<file path="src/rtl/sdram_arb_pkg.sv">
// sdram_arb_pkg: shared types for the two-port SDRAM slot arbiter.
// Latency: n/a (types and constants only).
// Backpressure: n/a.
// Contents: arb_state_t (IDLE/BUSY), port_t (PORT_A/PORT_B), SDRAM_AW,
//           req_t bundle of one port's access fields.
package sdram_arb_pkg;

  localparam int SDRAM_AW = 23;

  typedef enum logic {
    IDLE = 1'b0,
    BUSY = 1'b1
  } arb_state_t;

  typedef enum logic {
    PORT_A = 1'b0,
    PORT_B = 1'b1
  } port_t;

  typedef struct packed {
    logic                we;
    logic [SDRAM_AW-1:0] addr;
    logic [1:0]          bank;
    logic [7:0]          din;
  } req_t;

endpackage

</file>
<file path="src/rtl/sdram_arb_prio.sv">
// sdram_arb_prio: bounded-starvation fixed-priority grant between ports A and B.
// Latency: grant is combinational; the starvation counter updates on i_upd.
// Backpressure: none; the low port is forced through after MAX_WAIT lost decisions.
// Ports: i_clk, i_rst_n (async active-low), i_a_req, i_b_req, i_upd (a grant
//        decision is being taken this clk), o_grant_vld, o_grant_port.
module sdram_arb_prio
  import sdram_arb_pkg::*;
#(
  parameter int A_HIGH   = 1,
  parameter int MAX_WAIT = 4
) (
  input  logic  i_clk,
  input  logic  i_rst_n,
  input  logic  i_a_req,
  input  logic  i_b_req,
  input  logic  i_upd,
  output logic  o_grant_vld,
  output port_t o_grant_port
);

  localparam port_t      HI_PORT = (A_HIGH != 0) ? PORT_A : PORT_B;
  localparam port_t      LO_PORT = (A_HIGH != 0) ? PORT_B : PORT_A;
  localparam logic [3:0] MAX_W   = 4'(MAX_WAIT);

  logic [3:0] r_wait_cnt;
  logic       w_hi_req;
  logic       w_lo_req;
  logic       w_lo_win;

  assign w_hi_req = (A_HIGH != 0) ? i_a_req : i_b_req;
  assign w_lo_req = (A_HIGH != 0) ? i_b_req : i_a_req;

  // Low port wins when it is alone, or when it has lost MAX_WAIT decisions in a row.
  assign w_lo_win     = w_lo_req & (~w_hi_req | (r_wait_cnt == MAX_W));
  assign o_grant_vld  = i_a_req | i_b_req;
  assign o_grant_port = w_lo_win ? LO_PORT : HI_PORT;

  // Counter only moves when the low port loses a contested decision; any
  // other decision outcome (low granted, or low idle) restarts the count.
  always_ff @(posedge i_clk or negedge i_rst_n) begin
    if (!i_rst_n) begin
      r_wait_cnt <= 4'd0;
    end else if (i_upd) begin
      if (w_hi_req && w_lo_req && !w_lo_win) begin
        if (r_wait_cnt < MAX_W) begin
          r_wait_cnt <= r_wait_cnt + 4'd1;
        end
      end else begin
        r_wait_cnt <= 4'd0;
      end
    end
  end

endmodule

</file>
<file path="src/rtl/sdram_port_arb.sv">
// sdram_port_arb: two-port req/ack arbiter feeding one access per clkref slot to the SDRAM controller.
// Latency: access issued at the first clkref rise seen in IDLE, acked at the following rise (2 slots minimum).
// Backpressure: requesters hold req and fields until their one-clk ack; the loser simply waits for a later slot.
// Ports: clk, rst_n (async active-low), clkref; port A/B: *_req, *_we, *_addr[22:0],
//        *_bank[1:0], *_din[7:0] in, *_ack, *_dout[7:0] out; controller: sd_oe, sd_we,
//        sd_addr, sd_bank, sd_din out, sd_dout in.
// Build option: define SDRAM_ARB_WPROT_EN to suppress writes to bank WP_BANK (still acked).
module sdram_port_arb
  import sdram_arb_pkg::*;
#(
  parameter int A_HIGH   = 1,
  parameter int MAX_WAIT = 4,
  parameter int WP_BANK  = 3
) (
  input  logic                clk,
  input  logic                rst_n,
  input  logic                clkref,
  input  logic                a_req,
  input  logic                a_we,
  input  logic [SDRAM_AW-1:0] a_addr,
  input  logic [1:0]          a_bank,
  input  logic [7:0]          a_din,
  output logic                a_ack,
  output logic [7:0]          a_dout,
  input  logic                b_req,
  input  logic                b_we,
  input  logic [SDRAM_AW-1:0] b_addr,
  input  logic [1:0]          b_bank,
  input  logic [7:0]          b_din,
  output logic                b_ack,
  output logic [7:0]          b_dout,
  output logic                sd_oe,
  output logic                sd_we,
  output logic [SDRAM_AW-1:0] sd_addr,
  output logic [1:0]          sd_bank,
  output logic [7:0]          sd_din,
  input  logic [7:0]          sd_dout
);

`ifdef SDRAM_ARB_WPROT_EN
  localparam bit WPROT_EN = 1'b1;
`else
  localparam bit WPROT_EN = 1'b0;
`endif
  localparam logic [1:0] WP_B = 2'(WP_BANK);

  arb_state_t          r_state;
  arb_state_t          w_state_nxt;
  port_t               r_owner;
  logic                r_ref_q;
  logic                w_ref_rise;
  logic                w_start;
  logic                w_finish;
  logic                w_grant_vld;
  port_t               w_grant_port;
  logic                w_wprot;
  req_t                w_a_fields;
  req_t                w_b_fields;
  req_t                w_sel;

  logic                r_a_ack;
  logic                r_b_ack;
  logic [7:0]          r_a_dout;
  logic [7:0]          r_b_dout;
  logic                r_sd_oe;
  logic                r_sd_we;
  logic [SDRAM_AW-1:0] r_sd_addr;
  logic [1:0]          r_sd_bank;
  logic [7:0]          r_sd_din;

  // ref_q resets high so a clkref already high at reset release is not an edge.
  always_ff @(posedge clk or negedge rst_n) begin
    if (!rst_n) begin
      r_ref_q <= 1'b1;
    end else begin
      r_ref_q <= clkref;
    end
  end

  assign w_ref_rise = clkref & ~r_ref_q;

  assign w_a_fields = '{we: a_we, addr: a_addr, bank: a_bank, din: a_din};
  assign w_b_fields = '{we: b_we, addr: b_addr, bank: b_bank, din: b_din};

  sdram_arb_prio #(
    .A_HIGH   (A_HIGH),
    .MAX_WAIT (MAX_WAIT)
  ) u_prio (
    .i_clk        (clk),
    .i_rst_n      (rst_n),
    .i_a_req      (a_req),
    .i_b_req      (b_req),
    .i_upd        (w_ref_rise & (r_state == IDLE)),
    .o_grant_vld  (w_grant_vld),
    .o_grant_port (w_grant_port)
  );

  assign w_sel   = (w_grant_port == PORT_A) ? w_a_fields : w_b_fields;
  // A protected write still occupies its slot pair but drives neither strobe.
  assign w_wprot = WPROT_EN & w_sel.we & (w_sel.bank == WP_B);

  always_ff @(posedge clk or negedge rst_n) begin
    if (!rst_n) begin
      r_state <= IDLE;
    end else begin
      r_state <= w_state_nxt;
    end
  end

  always_comb begin
    w_state_nxt = r_state;
    w_start     = 1'b0;
    w_finish    = 1'b0;
    case (r_state)
      IDLE: begin
        if (w_ref_rise && w_grant_vld) begin
          w_start     = 1'b1;
          w_state_nxt = BUSY;
        end
      end
      BUSY: begin
        if (w_ref_rise) begin
          w_finish    = 1'b1;
          w_state_nxt = IDLE;
        end
      end
      default: w_state_nxt = IDLE;
    endcase
  end

  // sd_addr/bank/din keep the last access after it completes; only strobes drop.
  always_ff @(posedge clk or negedge rst_n) begin
    if (!rst_n) begin
      r_owner   <= PORT_A;
      r_a_ack   <= 1'b0;
      r_b_ack   <= 1'b0;
      r_a_dout  <= 8'd0;
      r_b_dout  <= 8'd0;
      r_sd_oe   <= 1'b0;
      r_sd_we   <= 1'b0;
      r_sd_addr <= '0;
      r_sd_bank <= 2'd0;
      r_sd_din  <= 8'd0;
    end else begin
      r_a_ack <= 1'b0;
      r_b_ack <= 1'b0;
      if (w_start) begin
        r_owner   <= w_grant_port;
        r_sd_addr <= w_sel.addr;
        r_sd_bank <= w_sel.bank;
        r_sd_din  <= w_sel.din;
        r_sd_oe   <= ~w_sel.we & ~w_wprot;
        r_sd_we   <= w_sel.we & ~w_wprot;
      end
      if (w_finish) begin
        r_sd_oe <= 1'b0;
        r_sd_we <= 1'b0;
        if (r_owner == PORT_A) begin
          r_a_ack  <= 1'b1;
          r_a_dout <= sd_dout;
        end else begin
          r_b_ack  <= 1'b1;
          r_b_dout <= sd_dout;
        end
      end
    end
  end

  assign a_ack   = r_a_ack;
  assign a_dout  = r_a_dout;
  assign b_ack   = r_b_ack;
  assign b_dout  = r_b_dout;
  assign sd_oe   = r_sd_oe;
  assign sd_we   = r_sd_we;
  assign sd_addr = r_sd_addr;
  assign sd_bank = r_sd_bank;
  assign sd_din  = r_sd_din;

endmodule

</file>
<file path="config.mk">
export PLATFORM = sky130hd
export DESIGN_NAME = sdram_port_arb
export DESIGN_NICKNAME = d
export VERILOG_FILES = /design/src/rtl/sdram_arb_pkg.sv /design/src/rtl/sdram_arb_prio.sv /design/src/rtl/sdram_port_arb.sv
export SDC_FILE = /design/constraint.sdc
export NUM_CORES = 1
export LEC_CHECK = 0
export CORE_UTILIZATION = 39
export DETAILED_ROUTE_END_ITERATION = 10
export GPL_TIMING_DRIVEN = 1
export PLACE_DENSITY = 0.84
export SYNTH_ARGS = -nofsm -noshare
export SYNTH_HDL_FRONTEND = slang
export SYNTH_SLANG_ARGS = --single-unit
</file>
<file path="constraint.sdc">
create_clock -name clk -period 1.6 [get_ports clk]
set_clock_uncertainty 0.05 [all_clocks]
set_input_delay 0.24 -clock clk [delete_from_list [all_inputs] [get_ports clk]]
set_output_delay 0.24 -clock clk [all_outputs]
set_load 0.1 [all_outputs]
</file>
# Word level (Yosys, flattened, before mapping)
# Cells that the tools add are included.
# W data, S select, Z words.
[totals]
regBits = 60
out_inout_bits = 53
n_memories = 0
latchBits = 0
ramBits = 0
romBits = 0
[classes]
n_reduce_logical = 8
order_cmp = 1
muxes = 18
div_mod_pow = 0
eq_ne = 2
n_shift = 0
mul = 0
addsub = 1
bitwise_logic = 10
[ops]
columns = ["operator", "count"]
rows = [
  ["$mux W34", 1],
  ["$mux W1", 14],
  ["$mux W4", 2],
  ["$reduce_and A2 Y1", 3],
  ["$not A1 Y1", 5],
  ["$add A4 B1 Y4 const B", 1],
  ["$eq A4 B3 Y1 const B", 1],
  ["$lt A4 B3 Y1 const B", 1],
  ["$and A1 B1 Y1", 3],
  ["$logic_and A1 B1 Y1", 3],
  ["$ne A2 B2 Y1 const B", 1],
  ["$or A1 B1 Y1", 2],
  ["$pmux W1 S2", 1],
  ["$reduce_bool A2 Y1", 1],
  ["$logic_not A1 Y1", 1],
]

# Longest topological paths before layout
# Gate-level depths: netlist of run 1.
[logic_depth]
depth_word = 8
ltp_mapped = 7
mapped_depth_nobuf = 5

# By module
# Synthesis of run 1 repeated with hierarchy kept, for this count alone.
[unflattened]
cells_unflattened = 227
area_unflattened_um2 = 2682.6
[by_module_without_submodules]
columns = ["module", "n_inst", "cells_each", "area_per_inst_um2"]
rows = [
  ["sdram_port_arb", 1, 202, 2437.3],
  ["sdram_arb_prio", 1, 25, 245.2],
]

# Least setup slack after synthesis of run 1
# Ideal clock, no wire load.
[synth_timing]
kind = "register -> register"
from = "register u_prio.r_wait_cnt[0]"
to = "register r_sd_addr[19], in the netlist sd_addr[19]"
required_time_ns = 1.420
setup_slack_ns = 0.036
arrival_time_ns = 1.384
path_buffers = 2
path_stages_with_launch = 8
path_cell_list = "dfrtp_1 > inv_1 > ha_1 > and3b_1 > buf_4 > buf_2 > o211ai_1 > a31oi_2"
[synth_via]
elab_chain_cells = 5
[synth_lines]
columns = ["item", "line", "rtl"]
rows = [
  ["from (decl)", "sdram_arb_prio.sv:25", "logic [3:0] r_wait_cnt;"],
  ["from (signal assigned)", "sdram_arb_prio.sv:46", "r_wait_cnt <= r_wait_cnt + 4'd1;"],
  ["$eq A4 B3 Y1", "sdram_arb_prio.sv:34", "assign w_lo_win = w_lo_req & (~w_hi_req | (r_wait_cnt == MAX_W));"],
  ["$or A1 B1 Y1", "sdram_arb_prio.sv:34", ""],
  ["$and A1 B1 Y1", "sdram_arb_prio.sv:34", ""],
  ["$mux W1", "sdram_arb_prio.sv:36", "assign o_grant_port = w_lo_win ? LO_PORT : HI_PORT;"],
  ["$mux W34", "sdram_port_arb.sv:98", "assign w_sel = (w_grant_port == PORT_A) ? w_a_fields : w_b_fields;"],
  ["to (signal assigned)", "sdram_port_arb.sv:149", "r_sd_addr <= w_sel.addr;"],
  ["to (decl)", "sdram_port_arb.sv:67", "logic [SDRAM_AW-1:0] r_sd_addr;"],
]
# Every way passes these cells.
# A chain may end at the register's enable or synchronous reset.

# Worst setup path in the final report of run 1
[layout_timing]
from = "register u_prio.r_wait_cnt[1]"
to = "register r_sd_we, in the netlist sd_we"
[layout_via]
elab_chain_cells = 7
[layout_lines]
columns = ["item", "line", "rtl"]
rows = [
  ["$eq A4 B3 Y1", "sdram_arb_prio.sv:34", ""],
  ["$or A1 B1 Y1", "sdram_arb_prio.sv:34", ""],
  ["$and A1 B1 Y1", "sdram_arb_prio.sv:34", ""],
  ["$mux W1", "sdram_arb_prio.sv:36", ""],
  ["$mux W34", "sdram_port_arb.sv:98", ""],
  ["$mux W1", "sdram_port_arb.sv:147", "if (w_start) begin"],
  ["$mux W1", "sdram_port_arb.sv:155", "if (w_finish) begin"],
  ["to (signal assigned)", "sdram_port_arb.sv:153", "r_sd_we <= w_sel.we & ~w_wprot;"],
  ["to (decl)", "sdram_port_arb.sv:66", "logic r_sd_we;"],
]
# Every way passes these cells. The select of a mux whose other input is x is not followed.

==> results of run 1 <==
power by group through the flow:
| stage | clock network [mW] | registers (mW) | logic (mW) |
|---|---|---|---|
| after floorplan | 0 | 5.65 | 0.827 |
| after global placement | 0 | 2.56 | 6.62 |
| after detailed placement | 0 | 2.58 | 6.74 |
| after CTS | 1.30 | 2.57 | 6.76 |
| after global routing | 1.38 | 2.63 | 6.94 |
| final | 1.30 | 2.56 | 6.77 |
state kept, by name, summed over array words and instances, names as in the netlist:
signal and flops:
r_state 1, sd_we 1, a_ack 1, u_prio.r_wait_cnt 4
sd_bank 2, b_dout 8, sd_din 8, r_ref_q 1
sd_oe 1, a_dout 8, b_ack 1, sd_addr 23
r_owner 1
metrics by stage:
step                setup TNS, ns  setup slack, ns  power (mW)  area (µm²)  hold slack [ns]
finish                          0           0.0268        10.6        5540            0.408
global route               -0.121          -0.0362        11.0        5540            0.431
CTS                             0         0.000208        10.6        5510            0.411
detailed placement          -7.47           -0.238        9.32        5300            0.227
global placement            -5.33           -0.177        9.17        5300            0.220
floorplan                       0           0.0356        6.47        3120           -0.106
metal layers:
metal / track usage, % / share of wire (%) / up-vias / wire, µm
li1: - / - / 1371 / -
met1: 28.6 / 39 / 1457 / 3820
met2: 41.0 / 52 / 142 / 5090
met3: 5.36 / 6.6 / 12 / 637
met4: 8.73 / 1.6 / 0 / 153
met5: 0 / 0 / - / 0
cell type report:
type                    count  area (µm²)
repair buffers            168        2240
fillers                   505        2190
flip-flops and latches     60        1500
multi-input cells         186        1460
clock buffers              14         183
well taps                 102         128
inverters                   6        22.5
clock inverters             1        5.00
cell families after synthesis:
group,after synthesis,synth area share [%]
flip-flops,60,48.1
AND/OR/NAND/NOR,53,9.53
AO/OA/AOI/OAI,113,28.9
buffers and inverters,37,6.25
adder cells (fa/ha/maj),2,0.801
multiplexers,18,6.41
worst max-delay path by stage:
stage,slack (ns),depth (start not counted),to
after floorplan,0.04,7,sd_addr[19]
after global placement,-0.18,5,a_dout[2]
after detailed placement,-0.24,5,a_dout[1]
after CTS,0.0002,6,sd_oe
after global routing,-0.04,6,sd_din[5]
final,0.03,6,sd_we
what timing repair did:
item	4_1_cts	5_1_grt
hold buffers	1	0
hold endpoints to repair	59	0
resized for setup	7	5
setup endpoints to repair	8	16
cloned	0	1
pin swaps	0	1
worst min-delay path: cells and delay by family:
| kind | cells | cell delay [ns] |
|---|---|---|
| buffers and inverters | 3 | 0.95 |
layout by cell type, fill, tap and decap left out, drive strengths merged:
master         count
o31a               1
o21a               1
mux2i              2
a21oi             36
o22ai              2
nand2              5
clkinv             1
clkdlybuf4s50     79
dfrtp             59
inv                6
o21bai             1
nor2b              2
nor2               1
mux2              16
ha                 2
dfstp              1
nand2b             1
or2                2
o211ai            33
dlygate4sd3        1
nand3             36
a31oi             34
buf               88
nor3b              2
nand4b             1
a22o               1
and2               1
and3b              1
nor3               1
clkbuf            14
a32o               2
o21ai              2
==> results.tsv, run 1 <==
stage	metric	value	unit
critical_path	WP buf/inv	2	
yosys	synth top area cells	dfrtp_1 47%, a31oi_2 12%, o211ai_1 7.9%, a21oi_1 5.8%, nand3_1 5.8%	
critical_path	Worst Path Class, Setup	register to register	
sta	Final Setup Violations	0	
clocking	Clock Sinks	60	
floorplan	Initial Util	40.4	%
critical_path	critical path arrival	1.75	ns
pwr	PD cells	1920	nW/µm²
clocking	CTS tree	built	
routing	vias per cell	5.55	
routing	routed wire length per instance	18.0	µm
critical_path	startpoint types	register	
critical_path	CP Cell Sequence	inv_2 > ha_4 > and3b_2 > buf_12 > mux2i_1 > a32o_1	
yosys	Avg Inst Size Synth	11.0	µm²
yosys	synth unique cells	34	
finish	P&R area growth vs syn	77.4	%
pwr	Clk pwr share	12.2	%
floorplan	core area	7730	µm²
yosys	most frequent cell after synthesis	dfrtp_1	
run	Max Cap Viol	0	
routing	initial DRC count	121	
pwr	Comb power frac	63.7	%
clocking	worst skew pair latency	0.34	ns
place	placed wire-length estimate	7050	µm
pwr	P_leak	2.26	nW
finish	layout cell share with drive strength beyond 1	35.2	%
clocking	Setup Fix Bufs, Post-CTS	0	
yosys	synthesized net count	366	
critical_path	FF-to-FF setup slack	0.03	ns
critical_path	critical path capture point type	register	
pwr	peak supply drop	1.17	mV
yosys	Synth Instances	283	
yosys	number of synthesized flops with an enable pin	0	
floorplan	Die X	91.5	µm
critical_path	CP peak stage delay	0.40	ns
critical_path	CP max-delay cell	dfrtp_1	
critical_path	reg2reg start	u_prio.r_wait_cnt[1]	
critical_path	Worst EP required	1.78	ns
clocking	clk root buf	clkbuf_8	
critical_path	worst reg2reg endpoint	sd_we	
floorplan	FP Rows	32	
yosys	sequential area share after synthesis	48.1	%
finish	fin nets	514	
floorplan	die area	8370	µm²
yosys	flops & latches, synth	60	
place	DP Cell Count	520	
sta	slew at the pin closest to its max-slew limit	0.363	ns
place	RePlAce Congestion	0.740	
finish	non-filler cells, final	537	
global_route	Total GRT Usage	23.7	%
routing	DRC Markers	0	
sta	Final Cycle Share	98.3	%
clocking	clock tree buffer depth	2	
yosys	mapped cell area	3120	µm²
clocking	Num CTS Buffers	9	
finish	Antenna Diode Count	0	
yosys	Yosys top cell area share	47.3	%
pwr	internal cell power	5.22	mW
routing	via count	2982	
clocking	H-tree depth	3	
critical_path	crit path launch	u_prio.r_wait_cnt[1]	
sta	unrepaired setup endpoints after global routing	true	
place	port bufs	133	
critical_path	path depth of the worst reg2reg path	6	
global_route	initial antenna violation count	0	
sta	min cycle time layout	1.57	ns
sta	Slew HR	75.5	%
pwr	NetSw	5.40	mW
sta	max-slew violation count	0	
yosys	Async SR Flop Fraction	100	%
global_route	largest net degree at the start of global routing	61	
finish	utilization after layout	71.7	%
yosys	Synth Warn #	0	
floorplan	Ports	134	
routing	antenna-violating nets left	0	
clocking	Reg clk slew, reported paths	0.06	ns
global_route	first-pass GRT wire length	15400	µm
critical_path	crit-path leading delay family	flip-flops	
pwr	Sw Ratio	50.8	%
sta	Peak Freq	0.636	GHz
min_path	min-delay worst type	input pin to asynchronous set/reset pin	
global_route	vias in the first global route	3049	
sta	final hold vios	0	
routing	drt total wl	9690	µm
global_route	gr ovfl total	0	
status	status	finished clean	
yosys	Top FF cell, synth	dfrtp_1	
floorplan	die height	91.5	µm
routing	Detailed Routing Iterations Pass 1	4	
pwr	Seq pwr share	24.1	%
yosys	Synth area leader	dfrtp_1	
critical_path	Max FO, Critical Path	17	
yosys	top post-synthesis cells by count	59 x dfrtp_1, 36 x a21oi_1, 36 x nand3_1	
No activity file was read; power rests on OpenSTA's default activity.
==> run 2, diff against run 1 <==
- CORE_MARGIN: unset -> 2
- CORE_UTILIZATION: 39 -> 36
- PLACE_DENSITY: 0.84 -> 0.82
- SYNTH_HIERARCHICAL: unset -> 1
==> run 2 against run 1 <==
  * Non-clock buffer count is 12 lower
  * Clock power is 6% higher
  * Count of clock-buffer cells in the layout is 2 lower
  * Hold slack worse by 0.33 ns
  * First-iteration DRC count is 50% lower
  * Maximum frequency is 13% lower
  * Via count is 23% lower
  * Power is 3.2% lower
  * Critical endpoint is now sd_din[5]
  * Sequential share of layout area is 2.4 points higher
  * Global-route usage is 4.0 points lower
  * Register-to-register slack worse by 0.23 ns
  * Cell count is 9.7% lower
  * The flow now finishes with violations (setup timing)
==> results.tsv, run 2 <==
stage	metric	value	unit	change
clocking	Clock Sinks	60		unchanged
routing	initial DRC count	60		was 121
yosys	top post-synthesis cells by count	59 x dfrtp_1, 35 x nor2_1, 34 x mux2i_1		was 59 x dfrtp_1, 36 x a21oi_1, 36 x nand3_1
floorplan	Ports	134		unchanged
finish	Largest register FFs	23		unchanged
finish	fin nets	464		was 514
sta	Peak Freq	0.555	GHz	was 0.636 GHz
yosys	Async SR Flop Fraction	100	%	unchanged
yosys	flops & latches, synth	60		unchanged
place	placed wire-length estimate	5680	µm	was 7050 µm
finish	P&R area growth vs syn	89.8	%	was 77.4%
critical_path	critical path capture point type	register		unchanged
sta	min cycle time layout	1.80	ns	was 1.57 ns
critical_path	critical path arrival	1.95	ns	was 1.75 ns
global_route	GRT met3 Usage	8.43	%	was 5.36%
pwr	PD cells	2020	nW/µm²	was 1920 nW/µm²
finish	Fill cells	519		was 505
finish	Antenna Diode Count	0		unchanged
floorplan	FP Rows	31		was 32
sta	fin worst setup slack	-0.201	ns	was 0.0268 ns
sta	max-slew violation count	0		unchanged
clocking	Num CTS Buffers	9		unchanged
clocking	Reg clk slew, reported paths	0.07	ns	was 0.06 ns
critical_path	Worst EP required	1.75	ns	was 1.78 ns
min_path	Hold Path Sink	r_ref_q		
sta	Slew HR	74.5	%	was 75.5%
yosys	Yosys top cell area share	55.0	%	was 47.3%
sta	Final Cycle Share	113	%	was 98.3%
global_route	gr busiest metal	met2		unchanged
routing	antenna-violating nets left	0		unchanged
routing	drt total wl	7950	µm	was 9690 µm
pwr	P_leak	2.21	nW	was 2.26 nW
global_route	first-pass GRT wire length	12600	µm	was 15400 µm
yosys	Synth area leader	dfrtp_1		unchanged
min_path	hold wc startpoint	clkref		
finish	most frequent cells in the layout	78 x clkdlybuf4s50_1, 58 x dfrtp_1, 57 x buf_12		was 79 x clkdlybuf4s50_1, 62 x buf_12, 59 x dfrtp_1
sta	unrepaired setup endpoints after global routing	true		unchanged
global_route	GRT met2 Usage	37.4	%	was 41.0%
clocking	clk root buf	clkbuf_8		unchanged
routing	via count	2298		was 2982
critical_path	Max FO, Critical Path	18		was 17
yosys	number of synthesized flops with an enable pin	0		unchanged
sta	slew at the pin closest to its max-slew limit	0.383	ns	was 0.363 ns
global_route	Total GRT Usage	19.7	%	was 23.7%
global_route	largest net degree at the start of global routing	61		unchanged
clocking	worst skew pair latency	0.33	ns	was 0.34 ns
sta	final hold vios	0		unchanged
critical_path	worst reg2reg endpoint	sd_din[5]		was sd_we
routing	Detailed Routing Iterations Pass 1	4		unchanged
yosys	mapped cell area	2680	µm²	was 3120 µm²
min_path	hold path depth	1		
sta	Final Setup Violations	39		was 0
yosys	Avg Inst Size Synth	11.8	µm²	was 11.0 µm²
yosys	synth top area cells	dfrtp_1 55%, mux2i_1 13%, mux2_2 7.1%, a21oi_1 6.2%, nor2_1 4.9%		was dfrtp_1 47%, a31oi_2 12%, o211ai_1 7.9%, a21oi_1 5.8%, nand3_1 5.8%
floorplan	Die X	90.3	µm	was 91.5 µm
global_route	met1 GRT Util	19.9	%	was 28.6%
yosys	sequential area share after synthesis	56.0	%	was 48.1%
routing	vias per cell	4.74		was 5.55
critical_path	FF-to-FF setup slack	-0.20	ns	was 0.03 ns
finish	Design Area, Final	5090	µm²	was 5540 µm²
place	pre-CTS setup slack	-0.316	ns	was -0.238 ns
finish	most common cell after layout, fill and taps aside	clkdlybuf4s50_1		unchanged
critical_path	Worst Path Class, Setup	register to register		unchanged
yosys	Synth Instances	227		was 283
yosys	Synth Warn #	6		was 0
yosys	synthesized net count	310		was 366
clocking	CTS tree	built		unchanged
critical_path	path depth of the worst reg2reg path	8		was 6
global_route	gr ovfl total	0		unchanged
place	RePlAce Congestion	0.692		was 0.740
global_route	vias in the first global route	2488		was 3049
floorplan	die area	8160	µm²	was 8370 µm²
yosys	most frequent cell after synthesis	dfrtp_1		unchanged
run	Max Cap Viol	0		unchanged
floorplan	die height	90.3	µm	was 91.5 µm
finish	layout cell share with drive strength beyond 1	31.3	%	was 35.2%
routing	DRC Markers	0		unchanged
place	port bufs	133		unchanged
place	DP Area	4720	µm²	was 5300 µm²
sta	Fin Setup TNS	-5.86	ns	was 0 ns
clocking	H-tree depth	3		unchanged
floorplan	Initial Util	37.0	%	was 40.4%
yosys	synth unique cells	30		was 34
routing	routed wire length per instance	16.4	µm	was 18.0 µm
min_path	min-delay worst type	input pin to register		was input pin to asynchronous set/reset pin
critical_path	reg2reg start	u_prio/r_wait_cnt[0]		was u_prio.r_wait_cnt[1]
global_route	initial antenna violation count	0		unchanged
status	status	complete, but fails checks		was finished clean
critical_path	startpoint types	register		unchanged
pwr	peak supply drop	1.88	mV	was 1.17 mV
clocking	clock tree buffer depth	2		unchanged
status	failing checks	setup timing		
yosys	Top FF cell, synth	dfrtp_1		unchanged
floorplan	core area	7250	µm²	was 7730 µm²
## run 2: logic make-up (layout without fill, tap and decap cells)
| family | Yosys count | after routing | synth area share [%] |
|---|---|---|---|
| and+or+nand+nor | 54 | 54 | 9.52 |
| muxes | 51 | 51 | 19.8 |
| adders and majority gates | 2 | 2 | 0.933 |
| DFF | 60 | 60 | 56.0 |
| AOI/OAI and AO/OA | 44 | 44 | 8.96 |
| buffers and inverters | 16 | 175 | 4.76 |
## run 2: final cells by class
| class | count | area, µm² | area share (%) |
|---|---|---|---|
| clock buffer | 12 | 155 | 3.05 |
| clock inverter | 4 | 47.5 | 0.934 |
| inverter | 3 | 11.3 | 0.221 |
| multi-input combinational | 151 | 1100 | 21.7 |
| sequential | 60 | 1500 | 29.5 |
| tap | 99 | 124 | 2.43 |
| timing repair buffer | 156 | 2150 | 42.1 |
## run 2: worst max path at each step
stage,end,cells after the start,slack [ns],start
final,sd_din[5],8,-0.20,u_prio/r_wait_cnt[0]
after global routing,sd_din[5],8,-0.32,u_prio/r_wait_cnt[0]
after CTS,sd_addr[8],8,-0.20,u_prio/r_wait_cnt[0]
after detailed placement,sd_addr[6],6,-0.32,b_req
after global placement,sd_addr[12],6,-0.23,a_req
after floorplan,sd_addr[0],9,-0.05,u_prio/r_wait_cnt[0]
## run 2: through the flow
step	hold WS (ns)	util, %	total power [mW]	std cells
4_1_cts	0.387	69.3	10.3	482
2_1_floorplan	-0.106	-	6.18	227
3_3_place_gp	0.219	65.1	8.74	461
6_report	0.0794	70.2	10.3	485
5_1_grt	0.0540	70.2	10.6	485
3_5_place_dp	0.221	65.1	8.86	461
## run 2: routing by layer
layer | part of all wire (%) | vias up
met1 | 37 | 1111
met4 | 0.69 | 0
met5 | 0 | -
met2 | 55 | 89
li1 | - | 1092
met3 | 7.7 | 6
## run 2: worst max-delay path, cell delays in order (launching register included)
cell and delay [ns]:
dfrtp_1 0.38, inv_1 0.06, ha_2 0.16, and2b_2 0.15
nand2_2 0.07, a21boi_4 0.22, buf_12 0.21, mux2i_1 0.25
a21oi_1 0.11
## run 2: report_power, final
group / total (mW) / switching (mW) / internal (mW)
sequential: 2.52 / 0.523 / 2.00
combinational: 6.38 / 4.01 / 2.37
clock: 1.38 / 0.578 / 0.800
## run 2: repair_timing
action,CTS,global route
gates resized for setup,4,6
gates cloned,2,2
setup buffers,2,1
hold buffers,1,0
endpoints found under the hold margin,59,0
setup endpoints to repair,36,39
pin swaps,8,7
==> run 3, diff against run 2 <==
- GPL_TIMING_DRIVEN: 1 -> 0
- RECOVER_POWER: unset -> 100
==> run 3 against run 2 <==
  * Power is 16% lower
  * Clock power down 14%
  * Critical endpoint is now sd_din[2]
  * Worst setup slack better by 0.011 ns
  * The run ends with hold timing, setup timing left
  * Sequential share of layout area up 4.0 points
  * Via count shrank 1.1%
==> results.tsv, run 3 (same netlist as run 2, synthesis figures left out) <==
stage	metric	value	unit	change
clocking	worst skew pair latency	0.32	ns	was 0.33 ns
sta	max-slew violation count	0		unchanged
floorplan	core area	7250	µm²	unchanged
floorplan	die area	8160	µm²	unchanged
sta	fin worst setup slack	-0.190	ns	was -0.201 ns
pwr	peak supply drop	1.44	mV	was 1.88 mV
critical_path	crit-path leading delay family	flip-flops		unchanged
routing	antenna-violating nets left	0		unchanged
sta	Peak Freq	0.559	GHz	was 0.555 GHz
finish	P&R area growth vs syn	66.9	%	was 89.8%
status	status	complete, but fails checks		unchanged
pwr	final total power	8.61	mW	was 10.3 mW
finish	Largest register FFs	23		unchanged
finish	utilization after layout	61.7	%	was 70.2%
critical_path	Worst EP required	1.76	ns	was 1.75 ns
sta	final hold vios	27		was 0
floorplan	die height	90.3	µm	unchanged
critical_path	critical path arrival	1.95	ns	about the same
place	pre-CTS setup slack	-0.433	ns	was -0.316 ns
floorplan	FP Rows	31		unchanged
sta	hold_ws	-0.0189	ns	was 0.0794 ns
finish	most common cell after layout, fill and taps aside	clkdlybuf4s50_1		unchanged
sta	slew at the pin closest to its max-slew limit	0.909	ns	was 0.383 ns
critical_path	CP max-delay cell	dfrtp_1		unchanged
critical_path	CP Cell Sequence	inv_1 > ha_1 > and2b_2 > nand2_2 > a21boi_2 > buf_6 > buf_12 > mux2i_1 > a21oi_1		was inv_1 > ha_2 > and2b_2 > nand2_2 > a21boi_4 > buf_12 > mux2i_1 > a21oi_1
place	RePlAce Congestion	0.692		unchanged
critical_path	Max FO, Critical Path	10		was 18
clocking	Num CTS Buffers	9		unchanged
finish	Antenna Diode Count	0		unchanged
clocking	clock tree buffer depth	2		unchanged
routing	vias per cell	4.74		about the same
global_route	initial antenna violation count	0		unchanged
clocking	CTS tree	built		unchanged
critical_path	Worst Path Class, Setup	register to register		unchanged
place	placed wire-length estimate	5440	µm	was 5680 µm
status	failing checks	hold timing, setup timing		was setup timing
clocking	Clock Sinks	60		unchanged
floorplan	Ports	134		unchanged
routing	Detailed Routing Iterations Pass 1	4		unchanged
min_path	min-delay worst type	input pin to asynchronous set/reset pin		was input pin to register
global_route	Total GRT Usage	17.7	%	was 19.7%
routing	drt total wl	7080	µm	was 7950 µm
floorplan	Initial Util	37.0	%	unchanged
finish	non-filler cells, final	479		was 485
routing	initial DRC count	61		was 60
routing	routed wire length per instance	14.8	µm	was 16.4 µm
critical_path	CP peak stage delay	0.41	ns	was 0.38 ns
sta	Final Setup Violations	54		was 39
pwr	PD cells	1920	nW/µm²	was 2020 nW/µm²
routing	via count	2272		was 2298
critical_path	critical path capture point type	register		unchanged
sta	Slew HR	39.4	%	was 74.5%
finish	fin nets	459		was 464
finish	most frequent cells in the layout	78 x clkdlybuf4s50_1, 59 x dfrtp_1, 52 x clkdlybuf4s15_2		was 78 x clkdlybuf4s50_1, 58 x dfrtp_1, 57 x buf_12
routing	DRC Markers	0		unchanged
pwr	P_leak	1.89	nW	was 2.21 nW
run	Max Cap Viol	0		unchanged
global_route	vias in the first global route	2511		was 2488
global_route	largest net degree at the start of global routing	37		was 61
place	DP Cell Count	460		was 461
place	port bufs	133		unchanged
global_route	first-pass GRT wire length	11600	µm	was 12600 µm
sta	min cycle time layout	1.79	ns	was 1.80 ns
floorplan	Die X	90.3	µm	unchanged
global_route	gr ovfl total	0		unchanged
clocking	H-tree depth	3		unchanged
clocking	# hold bufs at CTS	0		was 1
clocking	clk root buf	clkbuf_8		unchanged
sta	unrepaired setup endpoints after global routing	true		unchanged
critical_path	startpoint types	register		unchanged
critical_path	WP buf/inv	3		was 2
finish	layout cell share with drive strength beyond 1	29.5	%	was 31.3%
clocking	Reg clk slew, reported paths	0.07	ns	about the same
sta	Final Cycle Share	112	%	was 113%
[run 3: changes by cell type in the layout (fill, tap and decap cells not counted), sizes merged]
| cell | before | now |
|---|---|---|
| clkdlybuf4s15 | 1 | 52 |
| clkinvlp | 1 | 0 |
| dlymetal6s2s | 1 | 0 |
| buf | 74 | 16 |
| clkbuf | 13 | 16 |
| bufinv | 1 | 0 |
| clkdlybuf4s18 | 0 | 1 |
[run 3: metrics by stage]
stage	TNS [ns]	instance area, µm²	hold WS [ns]
2_1_floorplan	-1.45	2710	-0.106
3_3_place_gp	-117.32	4170	0.438
3_5_place_dp	-23.03	4190	0.355
4_1_cts	-5.53	4490	0.00111
5_1_grt	-12.08	4480	0.0569
6_report	-6.15	4480	-0.0189
[run 3: where the power goes]
group / internal, mW / switching [mW]
clock: 0.634 / 0.551
combinational: 1.19 / 3.97
sequential: 2.00 / 0.263
total: 3.82 / 4.78
[run 3: worst paths after layout]
check | depth (start not counted) | slack [ns] | end | from
max | 9 | -0.19 | sd_din[2] | u_prio/r_wait_cnt[0]
min | 1 | -0.02 | b_dout[4] | rst_n
max reg2reg | 9 | -0.19 | sd_din[2] | u_prio/r_wait_cnt[0]
min reg2reg | 2 | 0.45 | sd_oe | sd_oe
max in group asynchronous | 2 | 0.36 | sd_din[6] | rst_n
min in group clk | 2 | 0.45 | sd_oe | sd_oe
[run 3: cell type report]
type | count | area, µm²
fill | 606 | 2780
sequential | 60 | 1500
timing repair buffer | 138 | 1430
multi-input combinational | 151 | 1080
buffer | 13 | 163
clock buffer | 13 | 159
tap | 99 | 124
inverter | 3 | 11.3
clock inverter | 2 | 10.0
[run 3: metal layers]
metal	share of wire, %	wire (µm)	vias up	GRT usage (%)
met3	8.3	590	12	8.01
li1	-	-	1083	-
met5	0	0	-	0
met1	39	2750	1084	19.1
met2	51	3620	93	31.2
met4	1.6	116	0	5.13
[run 3: what timing repair did]
action                     4_1_cts  5_1_grt
setup endpoints to repair       90       38
resized for setup              169        5
setup buffers                    3        1
